<file path="config.mk">
export PLATFORM = sky130hd
export DESIGN_NAME = wb_arb_2
export DESIGN_NICKNAME = d
export VERILOG_FILES = /design/src/rtl/wb_arb_pkg.sv /design/src/rtl/wb_arb_rr_2.sv /design/src/rtl/wb_arb_2.sv
export SDC_FILE = /design/constraint.sdc
export NUM_CORES = 1
export LEC_CHECK = 0
export ABC_AREA = 1
export BUFFER_PORTS_ARGS = -buffer_cell sky130_fd_sc_hd__buf_2
export CAP_MARGIN = 20
export CORE_AREA = 2 2 126 128
export CTS_CLUSTER_DIAMETER = 60
export DETAILED_ROUTE_END_ITERATION = 12
export DIE_AREA = 0 0 128 130
export GPL_ROUTABILITY_DRIVEN = 0
export PLACE_DENSITY = 0.43
export SLEW_MARGIN = 20
export SYNTH_ARGS = -nofsm -noshare
export SYNTH_HDL_FRONTEND = slang
export SYNTH_SLANG_ARGS = --single-unit
</file>
<file path="constraint.sdc">
create_clock -name clk -period 2.8 [get_ports clk]
set_input_delay 0.42 -clock clk [delete_from_list [all_inputs] [get_ports clk]]
set_output_delay 0.42 -clock clk [all_outputs]
set_load 0.01 [all_outputs]
</file>
<file path="src/rtl/wb_arb_pkg.sv">
// Shared definitions for the two-master Wishbone arbiter: grant encodings
// and the tie-break rule used when both masters request at once.
package wb_arb_pkg;

  typedef enum logic [1:0] {
    GRANT_IDLE = 2'b00,
    GRANT_M0   = 2'b01,
    GRANT_M1   = 2'b10
  } grant_t;

  // One-hot pick among requesters. On a tie, round-robin favours the master
  // that was not granted last; fixed priority always favours master 0.
  function automatic logic [1:0] rr_select(input logic [1:0] req,
                                           input logic       last,
                                           input logic       round_robin);
    logic [1:0] pick;
    case (req)
      2'b01:   pick = GRANT_M0;
      2'b10:   pick = GRANT_M1;
      2'b11:   pick = (round_robin && !last) ? GRANT_M1 : GRANT_M0;
      default: pick = GRANT_IDLE;
    endcase
    return pick;
  endfunction

endpackage

</file>
<file path="src/rtl/wb_arb_rr_2.sv">
// Two-requester priority picker. Holds the "granted most recently" flop
// and produces the one-hot winner for the current request vector.
module wb_arb_rr_2 #(
  parameter int ARB_ROUND_ROBIN = 1
) (
  input  logic       clk,
  input  logic       rst,
  input  logic [1:0] req,
  input  logic       advance,
  output logic [1:0] grant_next
);
  import wb_arb_pkg::*;

  localparam logic ROUND_ROBIN = (ARB_ROUND_ROBIN != 0);

  // 1 = master 1 was granted last, so master 0 wins the first tie.
  logic last_reg;

  assign grant_next = rr_select(req, last_reg, ROUND_ROBIN);

  // Record the winner whenever the grant register actually takes a new owner.
  always_ff @(posedge clk) begin
    if (!rst) begin
      last_reg <= 1'b1;
    end else if (advance && (grant_next != GRANT_IDLE)) begin
      last_reg <= grant_next[1];
    end
  end

endmodule

</file>
<file path="src/rtl/wb_arb_2.sv">
// Two-master Wishbone arbiter sharing one slave port. A granted master keeps
// the bus until it drops CYC; an optional watchdog ends stalled strobes with ERR.
module wb_arb_2 #(
  parameter int DATA_WIDTH      = 32,
  parameter int ADDR_WIDTH      = 32,
  parameter int SELECT_WIDTH    = DATA_WIDTH / 8,
  parameter int ARB_ROUND_ROBIN = 1,
  parameter int TIMEOUT         = 0,
  parameter int TIMEOUT_WIDTH   = $clog2(TIMEOUT + 1)
) (
  input  logic                    clk,
  input  logic                    rst,
  input  logic [ADDR_WIDTH-1:0]   wbm0_adr_i,
  input  logic [DATA_WIDTH-1:0]   wbm0_dat_i,
  output logic [DATA_WIDTH-1:0]   wbm0_dat_o,
  input  logic                    wbm0_we_i,
  input  logic [SELECT_WIDTH-1:0] wbm0_sel_i,
  input  logic                    wbm0_stb_i,
  input  logic                    wbm0_cyc_i,
  output logic                    wbm0_ack_o,
  output logic                    wbm0_err_o,
  output logic                    wbm0_rty_o,
  input  logic [ADDR_WIDTH-1:0]   wbm1_adr_i,
  input  logic [DATA_WIDTH-1:0]   wbm1_dat_i,
  output logic [DATA_WIDTH-1:0]   wbm1_dat_o,
  input  logic                    wbm1_we_i,
  input  logic [SELECT_WIDTH-1:0] wbm1_sel_i,
  input  logic                    wbm1_stb_i,
  input  logic                    wbm1_cyc_i,
  output logic                    wbm1_ack_o,
  output logic                    wbm1_err_o,
  output logic                    wbm1_rty_o,
  output logic [ADDR_WIDTH-1:0]   wbs_adr_o,
  input  logic [DATA_WIDTH-1:0]   wbs_dat_i,
  output logic [DATA_WIDTH-1:0]   wbs_dat_o,
  output logic                    wbs_we_o,
  output logic [SELECT_WIDTH-1:0] wbs_sel_o,
  output logic                    wbs_stb_o,
  input  logic                    wbs_ack_i,
  input  logic                    wbs_err_i,
  input  logic                    wbs_rty_i,
  output logic                    wbs_cyc_o,
  output logic [1:0]              grant
);
  import wb_arb_pkg::*;

  grant_t          grant_reg;
  logic [1:0]      cyc_vec;
  logic [1:0]      stb_vec;
  logic [1:0]      owner_vec;
  logic [1:0]      rr_grant_next;
  logic            owner_valid;
  logic            owner_cyc;
  logic            owner_stb;
  logic            advance;
  logic            to_fire;

  assign cyc_vec     = {wbm1_cyc_i, wbm0_cyc_i};
  assign stb_vec     = {wbm1_stb_i, wbm0_stb_i};
  assign owner_vec   = {grant_reg == GRANT_M1, grant_reg == GRANT_M0};
  assign owner_valid = |owner_vec;
  assign owner_cyc   = |(owner_vec & cyc_vec);
  assign owner_stb   = |(owner_vec & stb_vec);

  // Arbitrate from idle, or in the same edge the owner releases the bus.
  // The releasing owner's cyc is already low, so the raw cyc vector is the
  // correct request set in both cases.
  assign advance = (grant_reg == GRANT_IDLE) || (owner_valid && !owner_cyc);

  wb_arb_rr_2 #(
    .ARB_ROUND_ROBIN(ARB_ROUND_ROBIN)
  ) u_rr (
    .clk       (clk),
    .rst       (rst),
    .req       (cyc_vec),
    .advance   (advance),
    .grant_next(rr_grant_next)
  );

  // Grant register: hold while the owner keeps cyc, re-arbitrate otherwise.
  always_ff @(posedge clk) begin
    if (!rst) begin
      grant_reg <= GRANT_IDLE;
    end else begin
      case (grant_reg)
        GRANT_IDLE, GRANT_M0, GRANT_M1: begin
          if (advance) grant_reg <= grant_t'(rr_grant_next);
        end
        default: grant_reg <= GRANT_IDLE;
      endcase
    end
  end

  assign grant = grant_reg;

  generate
    if (TIMEOUT > 0) begin : g_wdog
      logic [TIMEOUT_WIDTH-1:0] cnt_reg;
      logic                     any_resp;
      logic                     grant_change;

      assign any_resp     = wbs_ack_i | wbs_err_i | wbs_rty_i;
      assign grant_change = advance && (rr_grant_next != grant_reg);
      // Fires independently of the slave response so that wbs_stb_o never
      // depends combinationally on wbs_ack_i; an ack wins at the master side.
      assign to_fire = owner_valid && owner_cyc && owner_stb &&
                       (cnt_reg == TIMEOUT_WIDTH'(TIMEOUT - 1));

      // Count consecutive unanswered strobe cycles of the current owner.
      always_ff @(posedge clk) begin
        if (!rst) begin
          cnt_reg <= '0;
        end else if (grant_change || !owner_valid || !owner_stb || any_resp || to_fire) begin
          cnt_reg <= '0;
        end else if (owner_cyc && owner_stb) begin
          cnt_reg <= cnt_reg + TIMEOUT_WIDTH'(1);
        end
      end
    end else begin : g_no_wdog
      assign to_fire = 1'b0;
    end
  endgenerate

  // Copy the owner's request onto the slave port; drive all zeros when idle.
  always_comb begin
    wbs_adr_o = '0;
    wbs_dat_o = '0;
    wbs_we_o  = 1'b0;
    wbs_sel_o = '0;
    wbs_stb_o = 1'b0;
    wbs_cyc_o = 1'b0;
    if (owner_vec[0]) begin
      wbs_adr_o = wbm0_adr_i;
      wbs_dat_o = wbm0_dat_i;
      wbs_we_o  = wbm0_we_i;
      wbs_sel_o = wbm0_sel_i;
      wbs_stb_o = wbm0_stb_i & ~to_fire;
      wbs_cyc_o = wbm0_cyc_i;
    end else if (owner_vec[1]) begin
      wbs_adr_o = wbm1_adr_i;
      wbs_dat_o = wbm1_dat_i;
      wbs_we_o  = wbm1_we_i;
      wbs_sel_o = wbm1_sel_i;
      wbs_stb_o = wbm1_stb_i & ~to_fire;
      wbs_cyc_o = wbm1_cyc_i;
    end
  end

  // Slave responses reach the owner only; the other master sees zeros.
  logic [1:0]            ack_vec;
  logic [1:0]            err_vec;
  logic [1:0]            rty_vec;
  logic [DATA_WIDTH-1:0] dat_vec [2];

  for (genvar gi = 0; gi < 2; gi++) begin : g_resp
    assign ack_vec[gi] = owner_vec[gi] & wbs_ack_i;
    assign err_vec[gi] = owner_vec[gi] & (wbs_err_i | (to_fire & ~wbs_ack_i));
    assign rty_vec[gi] = owner_vec[gi] & wbs_rty_i;
    assign dat_vec[gi] = owner_vec[gi] ? wbs_dat_i : '0;
  end

  assign wbm0_ack_o = ack_vec[0];
  assign wbm0_err_o = err_vec[0];
  assign wbm0_rty_o = rty_vec[0];
  assign wbm0_dat_o = dat_vec[0];
  assign wbm1_ack_o = ack_vec[1];
  assign wbm1_err_o = err_vec[1];
  assign wbm1_rty_o = rty_vec[1];
  assign wbm1_dat_o = dat_vec[1];

endmodule

</file>
==> results of run 1 <==
path summary, 6_finish.rpt:
path	from	to	slack, ns
worst max-delay path	grant[1]	wbs_adr_o[20]	0.47
worst min-delay path	u_rr.last_reg	u_rr.last_reg	0.46
worst max register to register	grant[0]	u_rr.last_reg	1.31
worst min register to register	u_rr.last_reg	u_rr.last_reg	0.46
metal layers:
layer,track usage,vias to the layer above,wire length [um]
li1,-,1821,-
met1,0.1106,1424,3697
met2,0.1944,191,4994
met3,0.01517,6,924
met4,0.02133,0,80
met5,0,-,0
worst max-delay path: stages (launching register included):
cell and delay [ns]:
dfxtp_1 0.35, inv_1 0.13, ha_2 0.20, buf_4 0.56, nand2_1 0.15, nand2_1 0.10, buf_2 0.13
report_power, final:
part	total, mW	switching [mW]	internal [mW]
Combinational	0.728	0.422	0.306
Sequential	0.0543	0.00625	0.0480
Clock	0.228	0.0396	0.188
cells by family (layout without fill, tap and decap cells):
group,Yosys count,after routing
buffers and inverters,107,408
adders and majority gates,5,5
DFF,3,3
AOI/OAI and AO/OA,6,6
and+or+nand+nor,292,292
synthesized netlist by cell type:
master    instances
a21oi_1           3
buf_2            16
a21boi_0          2
inv_2             1
nand3_1          72
buf_4            10
buf_6             5
nand3_2           1
inv_1            75
o21ai_0           1
ha_1              5
nand2_1         215
or2_2             1
nand2_2           3
dfxtp_1           3
metrics by stage:
stage,cells,util
2_1_floorplan,413,-
3_3_place_gp,902,0.2324
3_5_place_dp,902,0.2324
4_1_cts,906,0.2375
5_1_grt,906,0.2375
6_report,906,0.2375
area by class of cell:
| type | count | area, um2 | area share |
|---|---|---|---|
| inverters | 76 | 285.3 | 0.07787 |
| multi-input cells | 303 | 1315 | 0.3589 |
| repair buffers | 328 | 1684 | 0.4597 |
| well taps | 192 | 240.2 | 0.06557 |
| flip-flops and latches | 3 | 60.06 | 0.01639 |
| clock buffers | 4 | 78.83 | 0.02152 |
==> key figures, run 1 <==
Drt
  – Drt via density: 3.799
  – Detailed Routing Iterations Pass 1: 4
  – Initial DRC count: 76
  – WL per Instance: 10.70 um
  – Drt drc: 0
  – Final wirelength: 9696 um
  – Vias: 3442
  – ANT nets after route: 0

Yosys
  – Simple-gate share of the synthesized area: 0.6476
  – Post-Syn Area: 1857 um2
  – Mux share of post-synthesis cell area: 0
  – Area share of the largest cell type after synthesis: 0.4346
  – Synthesis Warnings: 0
  – Largest family of logic cells by synthesized area: simple AND/OR/NAND/NOR gates
  – Flops & latches, synth: 3
  – Synth area leaders: nand2_1 (43%), nand3_1 (19%), inv_1 (15%)
  – Post-Syn Nets: 597
  – XOR/XNOR Fraction of Synth Area: 0
  – Yosys cell types: 15
  – Seq/Total Area, Yosys: 0.03235
  – Compound-Gate Fraction of Synth Area: 0.01887
  – Top cell type by total area after synthesis: nand2_1
  – Adder-cell share of the synthesized area: 0.03369
  – Synthesized area per cell: 4.496 um2
  – Mapped Cells: 413

Clocking
  – Reg clk slew, reported paths: 0.03 ns
  – Htree depth: 1
  – Setup bufs post-CTS: 0
  – CTS tree: done
  – Root buf cell: clkbuf_16
  – TritonCTS Buffers: 3
  – Worst-skew pair later-pin latency: 0.22 ns
  – Clock sinks: 3
  – CTS Hold Bufs: 0
  – PostCTS Resize Cnt: 0
  – Clock buffer depth: 2

Timing
  – Clock skew: 0.001031 ns
  – RSZ-0062 raised after global routing: false
  – Worst-Margin Slew: 0.7399 ns
  – Period utilization: 0.8312
  – Post-route minimum period: 2.327 ns
  – Endpoints failing hold: 0
  – Fin Hold WS: 0.4611 ns
  – # setup viols final: 0
  – Max-slew violations: 0
  – Max transition margin: 0.5067
  – Final WS setup: 0.4727 ns
  – Total negative slack: 0 ns
  – FMAX: 429.7 MHz

Placed design
  – Post-DP HPWL: 7956 um
  – DP Area: 3585 um2
  – I/O Buffers: 321
  – DP Worst Slack: 0.6790 ns

Global route
  – Global-route wire length before repair: 13410 um
  – Number of global-route vias before repair: 2848
  – Largest net degree at the start of global routing: 73
  – Overflow after GRT: 0
  – Initial antenna violation count: 0
  – All-Layer GR Usage: 0.09831

Power
  – Pwr per Cell Area: 275.7 nW/um2
  – Total power: 1.010 mW
  – Max rail drop VDD: 131.4 uV
  – P_leak: 2.971 nW

Die
  – Std cell rows: 46
  – Placeable Area: 15420 um2
  – Initial Util: 0.1204
  – Full die area: 16640 um2
  – I/O pin total: 322
  – Die height: 130 um
  – Die W: 128 um

Worst setup path
  – R2r worst-path depth: 9
  – Required @ worst endpoint: 2.38 ns
  – CP arrival: 1.91 ns
  – Critical Path Source Type: flop
  – Setup CP Type: reg -> out
  – CP endpoint kind: output pin
  – CP Max Fanout: 72

Layout
  – Commonest non-fill, non-tap cell in the layout: buf_2
  – Post-layout net count: 899
  – Area grow syn2layout: 97.30%
  – Final instance area: 3664 um2
  – Ratio of cells with drive above 1 in the final layout: 0.4748
  – # diodes: 0
  – # fillers: 1830
  – Max reg flops: 2
  – Most frequent cells in the layout: buf_2 (321), nand2_1 (215), inv_1 (75), nand3_1 (72), buf_4 (5)

Job
  – Max-Cap Viols: 0

Min path
  – Hold Crit Class: reg -> reg
  – Hold depth: 2

Status
  – Status: finished, final reports clean
(Power assumes the default switching activity.)
==> run 2: changes to the inputs <==
--- a/config.mk
+++ b/config.mk
@@ -13,7 +13,7 @@
 export DETAILED_ROUTE_END_ITERATION = 12
 export DIE_AREA = 0 0 128 130
 export GPL_ROUTABILITY_DRIVEN = 0
-export PLACE_DENSITY = 0.43
+export PLACE_DENSITY = 0.44
 export SLEW_MARGIN = 20
 export SYNTH_ARGS = -nofsm -noshare
 export SYNTH_HDL_FRONTEND = slang
==> constraint.sdc (replaced) <==
create_clock -name clk -period 2.1 [get_ports clk]
set_input_delay 0.315 -clock clk [delete_from_list [all_inputs] [get_ports clk]]
set_output_delay 0.315 -clock clk [all_outputs]
set_load 0.01 [all_outputs]
==> run 2 against run 1 <==
  * Core utilization up 0.26 points
  * Global-route usage grew 0.60 points
  * Critical path type unchanged
  * Non-clock buffer count unchanged
  * Critical path depth is 1 higher
  * Clock power is 31% higher
  * Largest cell class unchanged
  * Sequential power up 34%
  * Sequential share of layout area is essentially flat
  * Critical endpoint is now wbs_adr_o[19]
==> key figures, run 2 (synthesized netlist as in run 1, its figures left out) <==
Worst setup path
  – Crit path buf inv count: 4 (+1)
  – CP arrival: 1.64 ns (-0.27 ns)
  – Setup CP Type: reg -> out
  – Crit path cell chain: inv_1, ha_2, inv_2, buf_12, nand3_1, nand2_1, buf_2
  – CP endpoint kind: output pin
  – CP Max Fanout: 50 (-31%)
  – CP delay by family, top: buffers and inverters
  – Required @ worst endpoint: 1.78 ns (-0.60 ns)
  – Crit path largest cell delay: 0.41 ns (-0.15 ns)
  – Critical Path Source Type: flop
  – CP max stage cell: dfxtp_1

Clocking
  – Clock sinks: 3 (unchanged)
  – Setup bufs post-CTS: 0 (unchanged)
  – CTS tree: done
  – CTS Hold Bufs: 0 (unchanged)
  – Reg clk slew, reported paths: 0.03 ns (about the same)
  – Root buf cell: clkbuf_16
  – Htree depth: 1 (unchanged)
  – TritonCTS Buffers: 3 (unchanged)
  – Clock buffer depth: 2 (unchanged)
  – Worst-skew pair later-pin latency: 0.22 ns (about the same)
  – PostCTS Resize Cnt: 0 (unchanged)

Global route
  – Largest net degree at the start of global routing: 57 (-22%)
  – Initial antenna violation count: 1 (+1)
  – Number of global-route vias before repair: 2996 (+5.2%)
  – Overflow after GRT: 0 (unchanged)
  – All-Layer GR Usage: 0.1043 (+0.005966)
  – Global-route wire length before repair: 14110 um (+5.2%)

Drt
  – Final wirelength: 10210 um (+5.2%)
  – Detailed Routing Iterations Pass 1: 6 (+2)
  – Vias: 3465 (+0.67%)
  – ANT nets after route: 0 (unchanged)
  – Drt via density: 3.820 (+0.56%)
  – Drt drc: 0 (unchanged)
  – Initial DRC count: 119 (+57%)
  – WL per Instance: 11.25 um (+5.1%)

Job
  – Max-Cap Viols: 0 (unchanged)

Layout
  – Post-route insts no fill: 907 (+0.11%)
  – Most frequent cells in the layout: buf_2 (321), nand2_1 (215), inv_1 (75), nand3_1 (72), buf_12 (5)
  – Post-layout net count: 899 (unchanged)
  – Fin util: 0.2401 (+0.002596)
  – Commonest non-fill, non-tap cell in the layout: buf_2
  – Max reg flops: 2 (unchanged)
  – Area grow syn2layout: 99.46%
  – Final instance area: 3704 um2 (+1.1%)
  – Ratio of cells with drive above 1 in the final layout: 0.4748 (unchanged)

Timing
  – Max-slew violations: 0 (unchanged)
  – Endpoints failing hold: 0 (unchanged)
  – Period utilization: 0.9321
  – Clock skew: 0.0008297 ns (-0.0002012 ns)
  – # setup viols final: 0 (unchanged)
  – Post-route minimum period: 1.958 ns
  – RSZ-0062 raised after global routing: false
  – Worst-Margin Slew: 0.2481 ns (-0.4919 ns)
  – FMAX: 510.9 MHz
  – Fin Hold WS: 0.3789 ns (-0.08220 ns)
  – Max transition margin: 0.8346 (+0.3279)
  – Total negative slack: 0 ns (unchanged)

Die
  – Std cell rows: 46 (unchanged)
  – Full die area: 16640 um2 (unchanged)
  – Die W: 128 um (unchanged)
  – Initial Util: 0.1204 (unchanged)
  – Placeable Area: 15420 um2 (unchanged)
  – I/O pin total: 322 (unchanged)
  – Die height: 130 um (unchanged)

Placed design
  – I/O Buffers: 321 (unchanged)
  – Placed cells: 902 (unchanged)
  – DP Area: 3622 um2 (+1.0%)
  – Post-DP HPWL: 8468 um (+6.4%)

Status
  – Status: finished, final reports clean

Power
  – P_leak: 2.981 nW (+0.35%)
  – Max rail drop VDD: 363.8 uV (+180%)
  – Pwr per Cell Area: 370.4 nW/um2 (+34%)

Min path
  – Hold Crit Class: in -> reg
## run 2: changes by cell type in the layout (fill, tap and decap cells not counted)
cell	change
buf_12	+3
buf_4	-3
diode_2	+1
## run 2: final cells by class
| cell class | count | area (um2) |
|---|---|---|
| antenna | 1 | 2.502 |
| tap | 192 | 240.2 |
| clock buffer | 4 | 78.83 |
| sequential | 3 | 60.06 |
| multi-input combinational | 303 | 1315 |
| inverter | 76 | 285.3 |
| fill | 1797 | 11720 |
| timing repair buffer | 328 | 1722 |
## run 2: worst register-to-register path, stage by stage (launching register included)
cell and delay (ns):
dfxtp_1 0.43, inv_1 0.13, ha_1 0.32, nand3_2 0.10, nand2_2 0.06, a21oi_1 0.13, nand2_1 0.06
## run 2: worst paths after layout
kind	startpoint	depth (start not counted)	to	slack, ns
worst max-delay path	grant[1]	7	wbs_adr_o[19]	0.14
worst min-delay path	rst	4	u_rr.last_reg	0.38
worst max register to register	grant[0]	6	u_rr.last_reg	0.76
worst min register to register	u_rr.last_reg	2	u_rr.last_reg	0.47
## run 2: where the power goes
part	total [mW]	switching [mW]	leakage, nW	internal [mW]
Clock	0.299	0.0485	0.0382	0.250
Combinational	1.00	0.574	2.92	0.426
Sequential	0.0726	0.00853	0.0248	0.0641
Total	1.37	0.631	2.98	0.740
## run 2: metrics by stage
step	worst slack, ns	total power [mW]
floorplan	0.5346	0.6060
global placement	0.3785	1.100
detailed placement	0.3561	1.088
CTS	0.1121	1.393
global route	0.01027	1.501
finish	0.1425	1.372
## run 2: layer usage
layer  track usage  share of wire  vias up
li1              -              -     1819
met1        0.1084           0.37     1433
met2        0.2189           0.53      207
met3       0.02378          0.095        6
met4      0.007757         0.0063        0
met5             0              0        -
==> run 3: changes to the inputs <==
--- a/config.mk
+++ b/config.mk
@@ -17,4 +17,5 @@
 export SLEW_MARGIN = 20
 export SYNTH_ARGS = -nofsm -noshare
 export SYNTH_HDL_FRONTEND = slang
+export SYNTH_HIERARCHICAL = 1
 export SYNTH_SLANG_ARGS = --single-unit
==> run 3 against run 2 <==
  * Area after synthesis rose by 2.9%
  * Fmax rose by 1.1%
  * Critical path type unchanged
  * Final cell count rose by 0.44%
  * Wire length rose by 1.7%
  * Clock power rose by 4%
  * Clock skew rose by 0.0028 ns
==> key figures, run 3 <==
Yosys
  – Post-synth EDFFs: 0 (unchanged)
  – Synth area leaders: nand2_1 (42%), nand3_1 (19%), inv_1 (15%)
  – XOR/XNOR Fraction of Synth Area: 0 (unchanged)
  – Simple-gate share of the synthesized area: 0.6359 (-0.01169)
  – Mux share of post-synthesis cell area: 0 (unchanged)
  – Largest family of logic cells by synthesized area: simple AND/OR/NAND/NOR gates
  – Yosys cell types: 17 (+2)
  – Post-Syn Nets: 600 (+0.50%)
  – Flops & latches, synth: 3 (unchanged)
  – Adder-cell share of the synthesized area: 0.03274 (-0.0009488)
  – Post-Syn Area: 1911 um2 (+2.9%)
  – Seq/Total Area, Yosys: 0.03143 (-0.0009108)
  – Top cell type by total area after synthesis: nand2_1
  – Area share of the largest cell type after synthesis: 0.4244 (-0.01027)
  – Most used standard cell by instance count after synthesis: nand2_1
  – Prevailing post-synth register cell: dfxtp_1
  – Ys async rst share: 0 (unchanged)
  – Compound-Gate Fraction of Synth Area: 0.01572 (-0.003151)
  – Mapped Cells: 416 (+0.73%)
  – Synthesized area per cell: 4.593 um2 (+2.2%)
  – Synthesis Warnings: 6 (+6)
  – Post-synth top cells: nand2_1 (216), inv_1 (75), nand3_1 (74), buf_2 (15), buf_6 (14)

Clocking
  – Setup bufs post-CTS: 0 (unchanged)
  – Reg clk slew, reported paths: 0.03 ns (about the same)
  – Htree depth: 1 (unchanged)
  – Root buf cell: clkbuf_16
  – Worst-skew pair later-pin latency: 0.23 ns (about the same)
  – Clock buffer depth: 2 (unchanged)
  – CTS tree: done
  – Clock sinks: 3 (unchanged)
  – TritonCTS Buffers: 3 (unchanged)

Layout
  – Fin util: 0.2438 (+0.003650)
  – Final instance area: 3760 um2 (+1.5%)
  – Max reg flops: 2 (unchanged)
  – Area grow syn2layout: 96.79%
  – # diodes: 0 (-1)
  – Most frequent cells in the layout: buf_2 (321), nand2_1 (216), inv_1 (75), nand3_1 (74), buf_12 (6)
  – Ratio of cells with drive above 1 in the final layout: 0.4729 (-0.001911)
  – Commonest non-fill, non-tap cell in the layout: buf_2
  – Post-layout net count: 904 (+0.56%)

Worst setup path
  – CP arrival: 1.62 ns (-0.02 ns)
  – Required @ worst endpoint: 1.78 ns (about the same)
  – R2R setup slack: 0.68 ns (-0.08 ns)
  – CP endpoint kind: output pin
  – R2r worst-path depth: 9 (+3)
  – R2R Path End: u_rr/last_reg
  – CP Max Fanout: 18 (-64%)
  – Reg-to-Reg Start: grant[1]
  – Setup CP Type: reg -> out
  – Critical Path Source Type: flop

Global route
  – Global-route wire length before repair: 13720 um (-2.7%)
  – All-Layer GR Usage: 0.1020 (-0.002248)
  – Largest net degree at the start of global routing: 73 (+28%)
  – GRT met3 Usage: 0.01599 (-0.007790)
  – Overflow after GRT: 0 (unchanged)
  – Number of global-route vias before repair: 2820 (-5.9%)
  – Met2 Track Usage GR: 0.2130 (-0.005977)
  – Initial antenna violation count: 0 (-1)
  – Met1 Use GR: 0.1084 (unchanged)
  – Top Usage Layer GRT: met2

Drt
  – Final wirelength: 10380 um (+1.7%)
  – Drt via density: 3.793 (-0.73%)
  – ANT nets after route: 0 (unchanged)
  – Vias: 3455 (-0.29%)
  – Drt drc: 0 (unchanged)
  – WL per Instance: 11.39 um (+1.2%)
  – Detailed Routing Iterations Pass 1: 4 (-2)
  – Initial DRC count: 101 (-15%)

Timing
  – Final WS setup: 0.1638 ns (+0.02134 ns)
  – Fin Hold WS: 0.2905 ns (-0.08844 ns)
  – Clock skew: 0.003640 ns (+0.002810 ns)
  – Max transition margin: 0.8100 (-0.02464)
  – FMAX: 516.5 MHz (+1.1%)
  – Total negative slack: 0 ns (unchanged)
  – RSZ-0062 raised after global routing: false
  – Max-slew violations: 0 (unchanged)
  – Post-route minimum period: 1.936 ns (-0.02134 ns)
  – Endpoints failing hold: 0 (unchanged)
  – Worst-Margin Slew: 0.2850 ns (+0.03696 ns)
  – Period utilization: 0.9220 (-0.01016)
  – # setup viols final: 0 (unchanged)

Placed design
  – Post-DP HPWL: 8308 um (-1.9%)
  – DP Area: 3652 um2 (+0.83%)
  – I/O Buffers: 321 (unchanged)
  – DP Worst Slack: 0.3300 ns (-0.02614 ns)

Die
  – Std cell rows: 46 (unchanged)
  – Die W: 128 um (unchanged)
  – Placeable Area: 15420 um2 (unchanged)
  – Die height: 130 um (unchanged)
  – Initial Util: 0.1239 (+0.003488)
  – Full die area: 16640 um2 (unchanged)
  – I/O pin total: 322 (unchanged)

Min path
  – Hold Crit Start: rst
  – Hold depth: 2 (-2)
  – Hold Crit Class: in -> reg
  – Hold EP: u_rr/last_reg

Power
  – Pwr per Cell Area: 1092 nW/um2 (+190%)
  – Max rail drop VDD: 310.3 uV (-15%)
  – P_leak: 3.004 nW (+0.76%)

Job
  – Max-Cap Viols: 0 (unchanged)

Status
  – Status: finished, final reports clean
## run 3: cell count changes after synthesis
| cell | delta |
|---|---|
| nand3_1 | +2 |
| a21oi_1 | -1 |
| nor2_1 | +3 |
| buf_8 | +1 |
| inv_4 | +1 |
| a21boi_1 | +1 |
| or2_2 | -1 |
| nand2_1 | +1 |
| buf_2 | -1 |
| buf_4 | -9 |
| nand2_2 | -1 |
| buf_6 | +9 |
| a21boi_0 | -1 |
| inv_2 | -1 |
## run 3: critical path: stages (launching register included)
cell	delay, ns
dfxtp_1	0.34
inv_1	0.16
ha_4	0.34
buf_4	0.25
nand3_1	0.09
nand2_1	0.07
buf_2	0.13
## run 3: logic make-up (layout without fill, tap and decap cells)
family / count (synthesis) / count (layout)
and+or+nand+nor: 296 / 296
buffers and inverters: 107 / 410
DFF: 3 / 3
AOI/OAI and AO/OA: 5 / 5
adders and majority gates: 5 / 5
## run 3: worst max path at each step
| stage | start | end | depth (start not counted) |
|---|---|---|---|
| after floorplan | grant[0] | wbs_adr_o[10] | 7 |
| after global placement | grant[1] | wbs_dat_o[0] | 6 |
| after detailed placement | grant[1] | wbs_dat_o[0] | 6 |
| after CTS | grant[1] | wbs_sel_o[1] | 7 |
| after global routing | grant[0] | wbs_adr_o[20] | 6 |
| final | grant[0] | wbs_adr_o[7] | 6 |
## run 3: layout make-up
| class | count | area (um2) |
|---|---|---|
| sequential | 3 | 61.31 |
| clock buffer | 4 | 78.83 |
| multi-input combinational | 306 | 1323 |
| timing repair buffer | 330 | 1767 |
| fill | 1798 | 11660 |
| inverter | 76 | 290.3 |
| tap | 192 | 240.2 |
## run 3: metrics by stage
stage	power (mW)	std cells
global route	4.548	911
CTS	4.087	910
detailed placement	3.761	906
finish	4.105	911
global placement	3.828	906
floorplan	2.412	416
## run 3: per-layer routing
layer,part of all wire,up-vias
met1,0.38,1403
met2,0.53,214
li1,-,1832
met5,0,-
met4,0.0051,0
met3,0.086,6
## run 3: what timing repair did
| item | CTS | global route |
|---|---|---|
| setup endpoints to repair | 0 | 33 |
| gates resized for setup | 0 | 2 |
| hold buffers | 0 | 0 |
| hold endpoints to repair | 0 | 0 |
## run 3: report_power, final
group | internal [mW] | total [mW] | switching (mW)
logic | 1.46 | 3.68 | 2.22
registers | 0.0842 | 0.113 | 0.0291
clock network | 0.251 | 0.310 | 0.0589
total | 1.79 | 4.10 | 2.31
